===== config.mk =====
export PLATFORM = sky130hd
export DESIGN_NAME = serial_stim_tx
export DESIGN_NICKNAME = d
export VERILOG_FILES = /design/src/rtl/serial_stim_pkg.sv /design/src/rtl/serial_shift_reg.sv /design/src/rtl/serial_stim_tx.sv
export SDC_FILE = /design/constraint.sdc
export NUM_CORES = 1
export LEC_CHECK = 0
export BUFFER_PORTS_ARGS = -buffer_cell sky130_fd_sc_hd__buf_2
export CORE_MARGIN = 5
export CORE_UTILIZATION = 51
export CTS_CLUSTER_DIAMETER = 40
export DETAILED_ROUTE_END_ITERATION = 10
export PLACE_DENSITY = 0.67
export SLEW_MARGIN = 20
export SYNTH_ARGS = -nofsm -noshare
export SYNTH_HDL_FRONTEND = slang
export SYNTH_SLANG_ARGS = --single-unit

===== constraint.sdc =====
create_clock -name clk -period 6.4 [get_ports clk]
set_clock_uncertainty 0.15 [all_clocks]
set_input_delay 0.96 -clock clk [delete_from_list [all_inputs] [get_ports clk]]
set_output_delay 0.96 -clock clk [all_outputs]
set_load 0.05 [all_outputs]

===== src/rtl/serial_stim_pkg.sv =====
// Shared types and default sizing for the serial stimulus transmitter.
package serial_stim_pkg;

    typedef enum logic [1:0] {
        IDLE  = 2'd0,
        SHIFT = 2'd1,
        GAP   = 2'd2,
        DONE  = 2'd3
    } tx_state_t;

    localparam int unsigned DefaultWidth     = 8;
    localparam int unsigned DefaultGapCycles = 1;
    localparam int unsigned DefaultRepW      = 4;

endpackage


===== src/rtl/serial_shift_reg.sv =====
// Load/shift-left register feeding the serial line; a load left-aligns bit nbits-1 onto the MSB.
module serial_shift_reg
    import serial_stim_pkg::*;
#(
    parameter int unsigned WIDTH = DefaultWidth,
    parameter int unsigned NW    = $clog2(DefaultWidth + 1)
) (
    input  logic             clk,
    input  logic             reset,
    input  logic             load,
    input  logic             shift,
    input  logic [NW-1:0]    nbits,
    input  logic [WIDTH-1:0] data,
    output logic             msb_next
);

    logic [WIDTH-1:0] sr_q;
    logic [WIDTH-1:0] sr_d;

    always_comb begin
        sr_d = sr_q;
        if (load) begin
            sr_d = data << (NW'(WIDTH) - nbits);
        end else if (shift) begin
            sr_d = sr_q << 1;
        end
    end

    always_ff @(posedge clk) begin
        if (!reset) begin
            sr_q <= '0;
        end else begin
            sr_q <= sr_d;
        end
    end

    // MSB as it will stand after this edge, so the owner can register x_out directly.
    assign msb_next = sr_d[WIDTH-1];

endmodule


===== src/rtl/serial_stim_tx.sv =====
// Serial bit-stream source: shifts a captured word out MSB-first, repeating it with idle gaps.
module serial_stim_tx
    import serial_stim_pkg::*;
#(
    parameter int unsigned WIDTH      = DefaultWidth,
    parameter int unsigned GAP_CYCLES = DefaultGapCycles,
    parameter int unsigned REP_W      = DefaultRepW
) (
    input  logic                         clk,
    input  logic                         reset,
    input  logic                         load_valid,
    output logic                         load_ready,
    input  logic [WIDTH-1:0]             data_in,
    input  logic [$clog2(WIDTH+1)-1:0]   nbits_in,
    input  logic [REP_W-1:0]             repeat_in,
    input  logic                         abort,
    output logic                         x_out,
    output logic                         x_valid,
    output logic                         busy,
    output logic                         done,
    output logic [1:0]                   state_out
);

    localparam int unsigned NW      = $clog2(WIDTH + 1);
    localparam int unsigned BW      = (WIDTH > 1) ? $clog2(WIDTH) : 1;
    localparam int unsigned GW      = (GAP_CYCLES > 1) ? $clog2(GAP_CYCLES) : 1;
    localparam int unsigned GapLoad = (GAP_CYCLES > 0) ? GAP_CYCLES - 1 : 0;

    tx_state_t        state;
    logic [WIDTH-1:0] word_q;
    logic [NW-1:0]    nbits_q;
    logic [BW-1:0]    bit_idx;
    logic [REP_W-1:0] frames_left;
    logic [GW-1:0]    gap_cnt;
    logic             x_out_q, x_valid_q, done_q;

    logic [NW-1:0]    eff_nbits;
    logic [REP_W-1:0] eff_repeat;
    logic             handshake, restart_now, gap_end;
    logic             sr_load, sr_shift, msb_next;
    logic [WIDTH-1:0] sr_data;
    logic [NW-1:0]    sr_nbits;

    assign eff_nbits  = (nbits_in == '0 || nbits_in > NW'(WIDTH)) ? NW'(WIDTH) : nbits_in;
    assign eff_repeat = (repeat_in == '0) ? REP_W'(1) : repeat_in;

    assign handshake   = (state == IDLE) && load_valid && !abort;
    assign restart_now = (state == SHIFT) && (bit_idx == '0) && (frames_left > REP_W'(1))
                         && (GAP_CYCLES == 0);
    assign gap_end     = (state == GAP) && (gap_cnt == '0);

    assign sr_load  = handshake || restart_now || gap_end;
    assign sr_shift = (state == SHIFT) && (bit_idx != '0);
    assign sr_data  = (state == IDLE) ? data_in : word_q;
    assign sr_nbits = (state == IDLE) ? eff_nbits : nbits_q;

    serial_shift_reg #(
        .WIDTH (WIDTH),
        .NW    (NW)
    ) u_shift_reg (
        .clk      (clk),
        .reset    (reset),
        .load     (sr_load),
        .shift    (sr_shift),
        .nbits    (sr_nbits),
        .data     (sr_data),
        .msb_next (msb_next)
    );

    always_ff @(posedge clk) begin
        if (!reset) begin
            state       <= IDLE;
            word_q      <= '0;
            nbits_q     <= '0;
            bit_idx     <= '0;
            frames_left <= '0;
            gap_cnt     <= '0;
            x_out_q     <= 1'b0;
            x_valid_q   <= 1'b0;
            done_q      <= 1'b0;
        end else if (abort) begin
            state     <= IDLE;
            x_out_q   <= 1'b0;
            x_valid_q <= 1'b0;
            done_q    <= 1'b0;
        end else begin
            x_out_q   <= 1'b0;
            x_valid_q <= 1'b0;
            done_q    <= 1'b0;
            unique case (state)
                IDLE: begin
                    if (load_valid) begin
                        word_q      <= data_in;
                        nbits_q     <= eff_nbits;
                        frames_left <= eff_repeat;
                        bit_idx     <= BW'(eff_nbits - NW'(1));
                        state       <= SHIFT;
                        x_valid_q   <= 1'b1;
                        x_out_q     <= msb_next;
                    end
                end
                SHIFT: begin
                    if (bit_idx != '0) begin
                        bit_idx   <= bit_idx - BW'(1);
                        x_valid_q <= 1'b1;
                        x_out_q   <= msb_next;
                    end else if (frames_left > REP_W'(1)) begin
                        frames_left <= frames_left - REP_W'(1);
                        if (GAP_CYCLES > 0) begin
                            state   <= GAP;
                            gap_cnt <= GW'(GapLoad);
                        end else begin
                            bit_idx   <= BW'(nbits_q - NW'(1));
                            x_valid_q <= 1'b1;
                            x_out_q   <= msb_next;
                        end
                    end else begin
                        state  <= DONE;
                        done_q <= 1'b1;
                    end
                end
                GAP: begin
                    if (gap_cnt == '0) begin
                        state     <= SHIFT;
                        bit_idx   <= BW'(nbits_q - NW'(1));
                        x_valid_q <= 1'b1;
                        x_out_q   <= msb_next;
                    end else begin
                        gap_cnt <= gap_cnt - GW'(1);
                    end
                end
                DONE: begin
                    state <= IDLE;
                end
            endcase
        end
    end

    assign x_out      = x_out_q;
    assign x_valid    = x_valid_q;
    assign done       = done_q;
    assign load_ready = (state == IDLE);
    assign busy       = (state != IDLE);
    assign state_out  = state;

endmodule


==> results of run 1 <==
==> sequential cells by signal, indices dropped and copies added, names as in the netlist <==
signal,count
bit_idx,3
state_out,2
done,1
word_q,8
x_out,1
frames_left,4
nbits_q,4
x_valid,1
u_shift_reg.sr_q,8
==> cells in the mapped netlist, types with 5 or more instances <==
master | instances | area [sq um]
clkbuf_1 | 6 | 22.5
ha_1 | 9 | 113
nand2_1 | 37 | 139
dfxtp_1 | 32 | 641
a21oi_1 | 8 | 40.0
a21boi_0 | 12 | 90.1
nor2b_1 | 9 | 56.3
inv_1 | 11 | 41.3
mux2i_1 | 16 | 160
buf_2 | 7 | 35.0
nor2_1 | 12 | 45.0
o22ai_1 | 6 | 37.5
nor3_1 | 14 | 70.1
nand2b_1 | 8 | 50.1
a211oi_1 | 5 | 37.5
o21ai_0 | 9 | 45.0
==> cells by family after synthesis <==
kind of cell,share of synthesized area
buf+inv,0.0497
flops,0.289
fa+ha+maj,0.0508
simple gates,0.252
compound gates,0.258
xor+xnor,0.00790
mux,0.0925
==> power groups by stage <==
stage          combinational, mW  clock (mW)  sequential, mW
5_1_grt                    0.154       0.174           0.223
2_1_floorplan              0.103           0           0.226
6_report                   0.138       0.160           0.221
3_5_place_dp               0.136           0           0.225
4_1_cts                    0.137       0.163           0.221
3_3_place_gp               0.134           0           0.225
==> routing by layer <==
metal  up-vias  global-route usage  wire length (um)
li1       1019                   -                 -
met1       915               0.265              2710
met2        41               0.276              2240
met3         6              0.0415               204
met4         0              0.0480                53
met5         -                   0                 0
==> worst paths after layout <==
kind | startpoint | slack (ns) | to | cells after the start
hold reg to reg | word_q[4] | 0.32 | word_q[4] | 2
setup reg to reg | state_out[0] | 3.41 | u_shift_reg.sr_q[6] | 9
setup / recovery | nbits_in[0] | 3.04 | u_shift_reg.sr_q[6] | 8
hold / removal | word_q[4] | 0.32 | word_q[4] | 2
==> layout by cell type (no fill, tap or decap), types with 3 or more instances in the layout <==
cell type	Yosys	routed
nand2_1	37	37
dfxtp_1	32	32
buf_2	7	26
mux2i_1	16	16
nor3_1	14	14
a21boi_0	12	12
nor2_1	12	12
inv_1	11	11
nor2b_1	9	9
o21ai_0	9	9
ha_1	9	9
nand2b_1	8	8
a21oi_1	8	8
o22ai_1	6	6
clkbuf_8	0	6
a211oi_1	5	5
o211ai_1	4	4
nand4bb_1	4	4
o221ai_1	4	4
nand3b_1	3	3
nand3_1	3	3
or3_1	3	3
mux2_1	3	3
==> layout make-up <==
class                           instances  area share
Inverter                               11      0.0169
Timing Repair Buffer                   27      0.0564
Clock buffer                            8      0.0369
Multi-Input combinational cell        210       0.601
Sequential cell                        32       0.262
Tap cell                               52      0.0267
==> worst max-delay path: stages <==
cell and delay, ns:
buf_2 0.16, nor2b_1 0.64, mux2i_1 0.17, ha_1 0.28, nor3_2 0.39, nor2_1 0.17
a2111oi_0 0.46, nor3_1 0.11
==> results.md, run 1 <==
- The leakage power figure is a little under 1 nW.
- The post-layout worst setup margin is around 3.0 ns.
- The number of nets in the layout is about 320.
- The average instance area after synthesis is about 8.3 sq um.
- The startpoint-to-endpoint class of the critical path is in -> reg.
- The kind of start point of the critical path is an input port.
- The critical path endpoint category is a flip-flop.
- The clock latency at the later pin of the worst-skew pair is 0.28 ns.
- The combined global-route utilization of all metal layers is 0.184.
- The async set-reset flop share out of synthesis is 0.
- At the worst endpoint, the arrival time is 3.36 ns.
- The total count of hold-check failures in the final report is 0.
- The vias after detailed routing is about 2000.
- The initial utilization of the core area, before any placement, comes to 0.516.
- The routability congestion estimate from global placement is between 0.9 and 1.
- The number of post-CTS setup repair buffers is 0.
- The half-perimeter wire length after placement is 3.73 mm.
- The aggregate global routing overflow is 0.
- The final number of max-transition violations came to 0.
- The tool flagged a number of max-cap violations equal to 0.
- The initial detailed-routing violation count is about 160.
- The path category of the worst min-delay check is reg -> reg.
- The synthesized flop and latch total is 32.
- After synthesis the cells add up to 0.00222 sq mm.
- The area occupied by multi-input gates is about 0.0015 sq mm.
- The power spent charging and discharging nets is around 0.17 mW.
- The height of the die is roughly 76 um.
- The first global-routing pass estimated 9.02 mm of wire.
- The minimum setup slack after placement is approximately 2.8 ns.
- The internal portion of the total power is ~0.35 mW.
- The combinational share of power is 0.267.
- The proportion of synthesized chip area in sequential cells is 0.289.
- The placed instance count is ~330.
- The post-synth net total is a little under 300.
- The count of different cell masters after synthesis is between 50 and 60.
- The H-tree was split into 2 levels.
- The synthesis warning total is 0.
- Of the total power, the share spent switching nets is 0.322.
- The ratio of routed vias to standard cells is 5.83.
- After layout, the minimum clock period comes to about 3.4 ns.
- The completed layout was analyzed and its total power is ~0.52 mW.
- The main flop type after synthesis is dfxtp_1.
- The die is 75.9 um wide.
- The number of antenna violations at the first check in global routing was 0.
- After routing, the total negative slack on setup checks comes to 0 ns.
- The flow ran to the end, and the final reports show no timing, DRC or antenna violations.
- After detailed routing, the number of remaining DRC violations is 0.
- The count of flip-flops with a built-in enable after synthesis is 0.
- The clock-pin slew of the registers on the worst-case setup and hold paths is 0.06 ns.
- Headroom to the max-slew limit came out at 0.488.
- Port buffering added 26 buffers.
- The setup-violating endpoint count in the final report is 0.
- The total clock sinks is 32.
- The finished layout holds 340 standard cells, fillers aside.
- In this run the power density over the cells is approximately 210 mW/mm^2.
- The boundary pin count is 27.
- The sequential group share of total power is 0.426.
- The largest net degree at the start of global routing is 36.
- Setup repair after global routing left no endpoint under its margin.
- The achievable clock frequency is around 300 MHz.
- The minimum hold slack is 0.323 ns.
- The clock tree from TritonCTS is yes.
- The number of gates resized after CTS was 0.
- The register area is ~640 sq um.
- VDD sags by at most 0.000133 V.
- The largest driver fanout on the critical path is 11.
- The number of hold-repair buffers added at the cts stage is 0.
- The number of rows created at floorplan is 24.
- The final worst-path cycle share is 0.524.
- The die covers ~0.0058 sq mm.
- The via count of the first global-routing pass is roughly 1900.
- Buffers inserted during clock tree synthesis total 5.
- Wires add up to around 5.2 mm.
- The transition time at the pin with the least slew margin is around 0.77 ns.
- The count of antenna-violating nets left after detailed routing is 0.
- The layout overhead on the synthesized area is 10.1%.
- The summed area of non-filler cells in the final layout is 0.00244 sq mm.
- The fraction of the core area covered by cells at the end of the flow is 0.568.
- The tree is rooted in a clkbuf_8.
- The antenna diode count is 0.
- The pre-antenna-repair detailed-routing pass consisted of 4 iterations.
- The clock network fraction of total power is 0.308.
- The filler cell count in the final layout is 419.
- In the final layout, the share of cells above drive strength 1 is 0.149.
- In the final routed layout, each cell accounts on average for 15.3 um.
- The post-detailed-placement cell area is around 0.0024 sq mm.
- The maximum buffer depth of the clock tree is 2.
- The endpoint required time on the critical path is around 6.4 ns.
- The area of the core region is ~0.0043 sq mm.
- The cell count after synthesis came out at ~270.
(Power assumes the default switching activity.)
==> run 2, diff against run 1 <==
PLACE_DENSITY = 0.7   (was 0.67)
clock period = 2.95 ns   (was 6.4 ns; I/O delays follow)
==> run 2 against run 1 <==
Combinational power up 120%. Wire length up 0.33%. Sequential cell count unchanged. Clock power up 120%. Final cell count up 1.5%. Hold slack worse by 0.057 ns. Die area unchanged. Clock-buffer cell count down 2. Via count up 3.2%. Highest routed layer unchanged. Total power up 120%. Setup slack worse by 2.7 ns.
==> results.md, run 2 (synthesis results as in run 1) <==
- The flow ran to the end, and the final reports show no timing, DRC or antenna violations.
- The final instance count without filler cells is between 300 and 400.
- The number of iterations in the first detailed-routing pass is 4.
- The aggregate global routing overflow is 0.
- The height of the die is roughly 76 um.
- The switching share of power is 0.328.
- The total DRC errors in the routed layout is 0.
- Once placement finished, the instance area stood at 0.00239 sq mm.
- During I/O placement, the number of pins put on the boundary was 27.
- The initialized floorplan defines 24 standard-cell rows.
- The largest driver fanout on the critical path is 14.
- The setup-violating endpoint count in the final report is 0.
- The total count of hold-check failures in the final report is 0.
- The initial detailed-routing violation count is 162.
- The net count of the finished layout is roughly 320.
- The kind of cell adding the most delay to the critical path is simple AND/OR/NAND/NOR gates.
- For this configuration, the core starts out at a cell density of 0.516.
- The path category of the worst min-delay check is in -> reg.
- Traced cell by cell, the critical path runs through inv_1 > ha_2 > mux2i_1 > ha_1 > nor3_2 > nor2_1 > a2111oi_1 > nor3_1.
- 0 antenna diodes ended up in the layout.
- The combinational share of power is 0.270.
- The placed instance count is approximately 340.
- The largest incremental delay on the critical path is 0.45 ns.
- The max capacitance violation total is 0.
- Entering global routing, the biggest net connects 25 pins.
- In this run the power spent charging and discharging nets is 0.374 mW.
- For this block, the via count after detailed routing is 2045.
- The critical path starts at state_out[0].
- The leakage power figure is around 1.0 nW.
- The share of total power dissipated in the clock network is 0.310.
- Hold timing on the final database bottoms out at a slack of approximately 0.27 ns.
- In the routed layout, each cell is associated on average with a via count of 5.93.
- The register area is 643 sq um.
- Summed over all nets, the half-perimeter wirelength after detailed placement is around 3.8 mm.
- The area occupied by multi-input gates is between 0.001 and 0.0015 sq mm.
- The final wirelength is between 5 and 6 mm.
- Setup repair after global routing left no endpoint under its margin.
- The x dimension of the die is between 70 and 80 um.
- The power density over the cells is about 460 mW/mm^2.
- TritonCTS built the clock tree.
- The smallest clock period supported by the final layout is computed as 2.62 ns.
- After detailed routing, the average wire length per cell comes to between 15 and 20 um.
- The most common cell after layout, fill and taps aside is nand2_1.
- The worst register-to-register path ends at u_shift_reg.sr_q[6].
- The fraction of the core area covered by cells at the end of the flow is 0.579.
- Dividing the final minimum period by the clock period gives 0.887.
- The sequential group share of total power is 0.420.
- The maximum buffer depth of the clock tree is 2.
- The count of antenna-violating nets left after detailed routing is 0.
- The filler cell count in the final layout is between 400 and 500.
- The die covers around 0.0058 sq mm.
- The number of buffers and inverters on the critical path is 1.
- Counting cells, the worst reg-to-reg path comes to 8.
- The largest registers in the layout are u_shift_reg.sr_q: 8 flops, word_q: 8 flops.
- The combined global-route utilization of all metal layers is 0.185.
- The summed area of non-filler cells in the final layout is approximately 0.0025 sq mm.
- The depth of the critical timing path with buffers and inverters included is 8.
- The final number of max-transition violations was 0.
- The via count of the first global-routing pass is between 1500 and 2000.
- STA puts the critical path data arrival time at around 2.6 ns.
- The startpoint-to-endpoint class of the critical path is reg -> reg.
- For the worst-skew pair, the clock arrives at the later sink with an insertion delay of 0.29 ns.
- The H-tree was split into 2 levels.
- The worst register-to-register path begins at state_out[0].
- The number of buffers inserted by port buffering is 26.
- Buffers inserted during clock tree synthesis total 5.
- The number of antenna violations at the first check in global routing came to 0.
- The endpoint required time on the critical path is approximately 3 ns.
- In the final timing run, aggregate negative setup slack is 0 ns.
- Internal power comes to approximately 0.77 mW.
- In this run the worst setup path terminates at u_shift_reg.sr_q[6].
- The worst ir drop on vdd is around 0.00023 V.
- The worst relative slew slack is 0.604.
- The first global-routing pass estimated approximately 9 mm of wire.
- The CTS root buffer is clkbuf_8.
- The setup check on the worst reg-to-reg path leaves a slack of 0.33 ns.
- The area growth from synthesis to layout is 12.2%.
- The worst setup path is launched from a flip-flop.
- The achievable clock frequency is ~380 MHz.
- The area of the core region is 0.00429 sq mm.
- The total clock sinks is 32.
- The highest-delay cell along the critical path is a2111oi_1.
- The routability congestion estimate from global placement is between 0.9 and 1.
- In the layout the commonest cells are nand2_1, dfxtp_1, buf_2, mux2i_1, nor3_1.
- Of the cells placed in the final design, the portion with a size suffix greater than 1 is 0.181.
- The transition time at the pin with the least slew margin is a little under 0.6 ns.
- The worst setup path is captured at a flip-flop.
- The number of post-CTS setup repair buffers is 0.
- The clock-pin slew of the registers on the worst-case setup and hold paths is 0.07 ns.
run 2: metrics by stage:
step / power, mW / worst slack [ns]
floorplan: 0.715 / 0.0447
global placement: 0.787 / 0.485
detailed placement: 0.790 / 0.317
CTS: 1.15 / 0.318
global route: 1.21 / 0.155
finish: 1.14 / 0.334
run 2: power by group through the flow:
| stage | logic, mW | registers [mW] | clock network, mW |
|---|---|---|---|
| 2_1_floorplan | 0.224 | 0.492 | 0 |
| 3_3_place_gp | 0.299 | 0.488 | 0 |
| 3_5_place_dp | 0.301 | 0.489 | 0 |
| 4_1_cts | 0.304 | 0.479 | 0.368 |
| 5_1_grt | 0.341 | 0.482 | 0.390 |
| 6_report | 0.308 | 0.480 | 0.354 |
run 2: what timing repair did:
action                     4_1_cts  5_1_grt
hold buffers                     0        0
gates resized for setup          0        1
setup endpoints to repair        0        1
run 2: final cells by class:
cell class | instances | area share
multi-input cells | 210 | 0.591
flip-flops and latches | 32 | 0.259
repair buffers | 32 | 0.0704
clock buffers | 6 | 0.0332
well taps | 52 | 0.0262
inverters | 11 | 0.0166
clock inverters | 2 | 0.00402
run 2: worst min path at each step:
stage / startpoint / to / slack (ns) / cells past startpoint
floorplan: word_q[7] / word_q[7] / 0.29 / 2
global placement: word_q[7] / word_q[7] / 0.31 / 2
finish: data_in[3] / word_q[3] / 0.27 / 3
detailed placement: frames_left[1] / frames_left[1] / 0.32 / 2
global route: data_in[6] / word_q[6] / 0.29 / 3
CTS: data_in[3] / word_q[3] / 0.25 / 3
run 2: worst min-delay path, stage by stage:
cell	delay, ns
buf_2	0.11
nand2_1	0.04
a21boi_0	0.06
run 2: metal layers:
metal	track usage	wire length, um	part of all wire
met1	0.249	2540	0.49
met2	0.286	2330	0.45
met3	0.0462	269	0.051
met4	0.0623	85	0.016
met5	0	0	0
==> run 3, diff against run 2 <==
CTS_BUF_LIST = sky130_fd_sc_hd__clkbuf_16   (was not set)
GPL_ROUTABILITY_DRIVEN = 0   (was not set)
TNS_END_PERCENT = 50   (was not set)
==> run 3 against run 2 <==
Critical path depth unchanged. Combinational power about the same. Register-to-register slack got worse by 0.15 ns. Sequential power about the same. Global-route usage about the same. Via count increased by 0.20%. Sequential cell count unchanged. Utilization increased by 1.0 points. First-iteration DRC count decreased by 25%. Maximum frequency decreased by 5.5%. Largest power group is now the clock network.
==> results.md, run 3 (synthesis results as in run 1) <==
- For this design the ratio of total power to cell area is slightly above 500 mW/mm^2.
- In the final layout, the share of cells above drive strength 1 is 0.177.
- The boundary pin count is 27.
- The initial utilization of the core area, before any placement, comes to 0.516.
- The critical path in this run is classified as reg -> reg.
- The initial detailed-routing violation count is 121.
- 0 antenna diodes ended up in the layout.
- Across all register-to-register paths, the minimum setup slack is about 0.18 ns.
- In this run the deepest clock path goes through 2 buffers.
- The largest driver fanout on the critical path is 14.
- The startpoint of the lowest-slack register-to-register path is state_out[0].
- Setup violations remaining at the end of the flow were counted as 0.
- The average wire length per cell after detail routing is ~15 um.
- The largest individual stage delay along the critical path comes from the cell a2111oi_0.
- The worst relative slew slack is 0.578.
- Detailed placement ended at an HPWL of approximately 3.8 mm.
- Across all setup checks in the final design, the least slack found is 0.182 ns.
- Measured in cells, the most critical reg-to-reg path has a length of 8.
- Once the clock tree was built, the resizer swapped 0 gates to a different size.
- The most common cell after layout, fill and taps aside is nand2_1.
- The number of levels in the clock H-tree is 2.
- At the pin with the least slew margin, the transition time is between 0.6 and 0.7 ns.
- The total count of hold-check failures in the final report is 0.
- For this run, the total global-route usage over all layers was measured as 0.185.
- CTS saw 32 sinks.
- The achievable clock frequency is ~360 MHz.
- Entering global routing, the biggest net connects 25 pins.
- Clock tree synthesis selected as its root buffer the cell clkbuf_16.
- The number of antenna violations at the first check in global routing was 0.
- The via count of the first global-routing pass is about 1900.
- The minimum hold slack is 0.283 ns.
- The number of buffers inserted by port buffering is 26.
- The finished cells cover 0.00253 sq mm.
- The largest incremental delay on the critical path is around 0.60 ns.
- The ratio of routed vias to standard cells is ~5.9.
- The library cells used most frequently in the layout, excluding fill and tap cells, are nand2_1, dfxtp_1, buf_2, mux2i_1, nor3_1.
- The layout has 400 filler cells.
- The critical path endpoint category is a flip-flop.
- The overall power after layout is about 1.3 mW.
- The layout overhead on the synthesized area is 14.2%.
- The total DRC errors in the routed layout is 0.
- The clock latency at the later pin of the worst-skew pair is about 0.27 ns.
- After floorplanning, the core was sized to cover 0.00429 sq mm.
- Max-cap violations in this run came to 0.
- At the end of the flow, the number of nets in the layout was around 320.
- The number of rows created at floorplan is 24.
- The most critical setup path has its startpoint at state_out[0].
- Once the clock tree was built, the setup fixing pass inserted 0 buffers.
- The leakage power figure is ~1.0 nW.
- The critical path goes through inv_1 > ha_2 > mux2i_1 > ha_1 > nor3_2 > nor2_1 > a2111oi_0 > nor3_1.
- The final-layout setup total negative slack is 0 ns.
- The time the worst path needs with I/O delays and setup is roughly 2.8 ns.
- The vias after detailed routing is between 2000 and 2500.
- The data arrival time of the critical path is about 2.8 ns.
- The endpoint required time on the critical path is a little under 3 ns.
- Before antenna repair, the detailed router went through 4 iterations.
- VDD sags by at most 0.000266 V.
- The critical path endpoint is u_shift_reg.sr_q[6].
- The clock tree from TritonCTS is yes.
- The aggregate global routing overflow is 0.
- For this design, the CTS-stage hold fixing added 0 buffers.
- The height of the die is about 76 um.
- The run finished with clean final reports.
- In this run the cell area measured after placement is approximately 0.0024 sq mm.
- The kind of start point of the critical path is a flip-flop.
- The count of antenna-violating nets left after detailed routing is 0.
- The endpoint of the most critical register-to-register path is u_shift_reg.sr_q[6].
- The final number of max-transition violations is 0.
- The largest registers in the layout are u_shift_reg.sr_q: 8 flops, word_q: 8 flops.
- The first global-routing pass estimated 9.05 mm of wire.
- The worst hold path belongs to the class in -> reg.
- The final wirelength is 5.20 mm.
- The final worst-path cycle share is 0.938.
- OpenSTA, run right after detailed placement, puts the worst setup slack at between 0.3 and 0.4 ns.
- In this run the horizontal extent of the chip is approximately 76 um.
- Setup repair after global routing left no endpoint under its margin.
- The number of clock buffers added by TritonCTS is 5.
- The die covers between 0.005 and 0.006 sq mm.
- Clock-pin slew was measured on the worst setup and hold paths at 0.05 ns.
-- run 3: final cells by class --
| type | count | area [sq um] | share of cell area |
|---|---|---|---|
| flip-flops and latches | 32 | 643 | 0.254 |
| multi-input cells | 210 | 1470 | 0.580 |
| clock inverters | 3 | 13.8 | 0.00543 |
| inverters | 11 | 41.3 | 0.0163 |
| repair buffers | 32 | 175 | 0.0692 |
| clock buffers | 5 | 125 | 0.0494 |
| well taps | 52 | 65.1 | 0.0257 |
-- run 3: report_power, final --
group          switching [mW]  internal [mW]
clock network           0.181          0.306
logic                   0.183          0.123
registers              0.0224          0.458
total                   0.387          0.887
-- run 3: how the worst min path moves through the flow --
| stage | slack (ns) | depth (start not counted) | start | end |
|---|---|---|---|---|
| floorplan | 0.29 | 2 | word_q[7] | word_q[7] |
| global placement | 0.31 | 2 | word_q[7] | word_q[7] |
| detailed placement | 0.32 | 2 | frames_left[1] | frames_left[1] |
| CTS | 0.28 | 3 | data_in[3] | word_q[3] |
| global route | 0.31 | 3 | data_in[6] | word_q[6] |
| finish | 0.28 | 3 | data_in[3] | word_q[3] |
-- run 3: routing by layer --
layer,global-route usage,vias to the layer above,share of wire
met5,0,-,0
met4,0.0480,0,0.0092
met3,0.0415,5,0.054
met2,0.293,57,0.45
met1,0.253,958,0.49
li1,-,1029,-
-- run 3: stage by stage --
stage,cells,utilization
2_1_floorplan,268,-
3_3_place_gp,337,0.557
3_5_place_dp,337,0.557
4_1_cts,345,0.590
5_1_grt,345,0.590
6_report,345,0.590
-- run 3: worst max-delay path: cells and delay by family, from the launching register on --
kind,cells,cell delay (ns)
fa+ha+maj,2,0.64
mux,1,0.14
flops,1,0.34
simple gates,3,0.66
buf+inv,1,0.10
compound gates,1,0.60
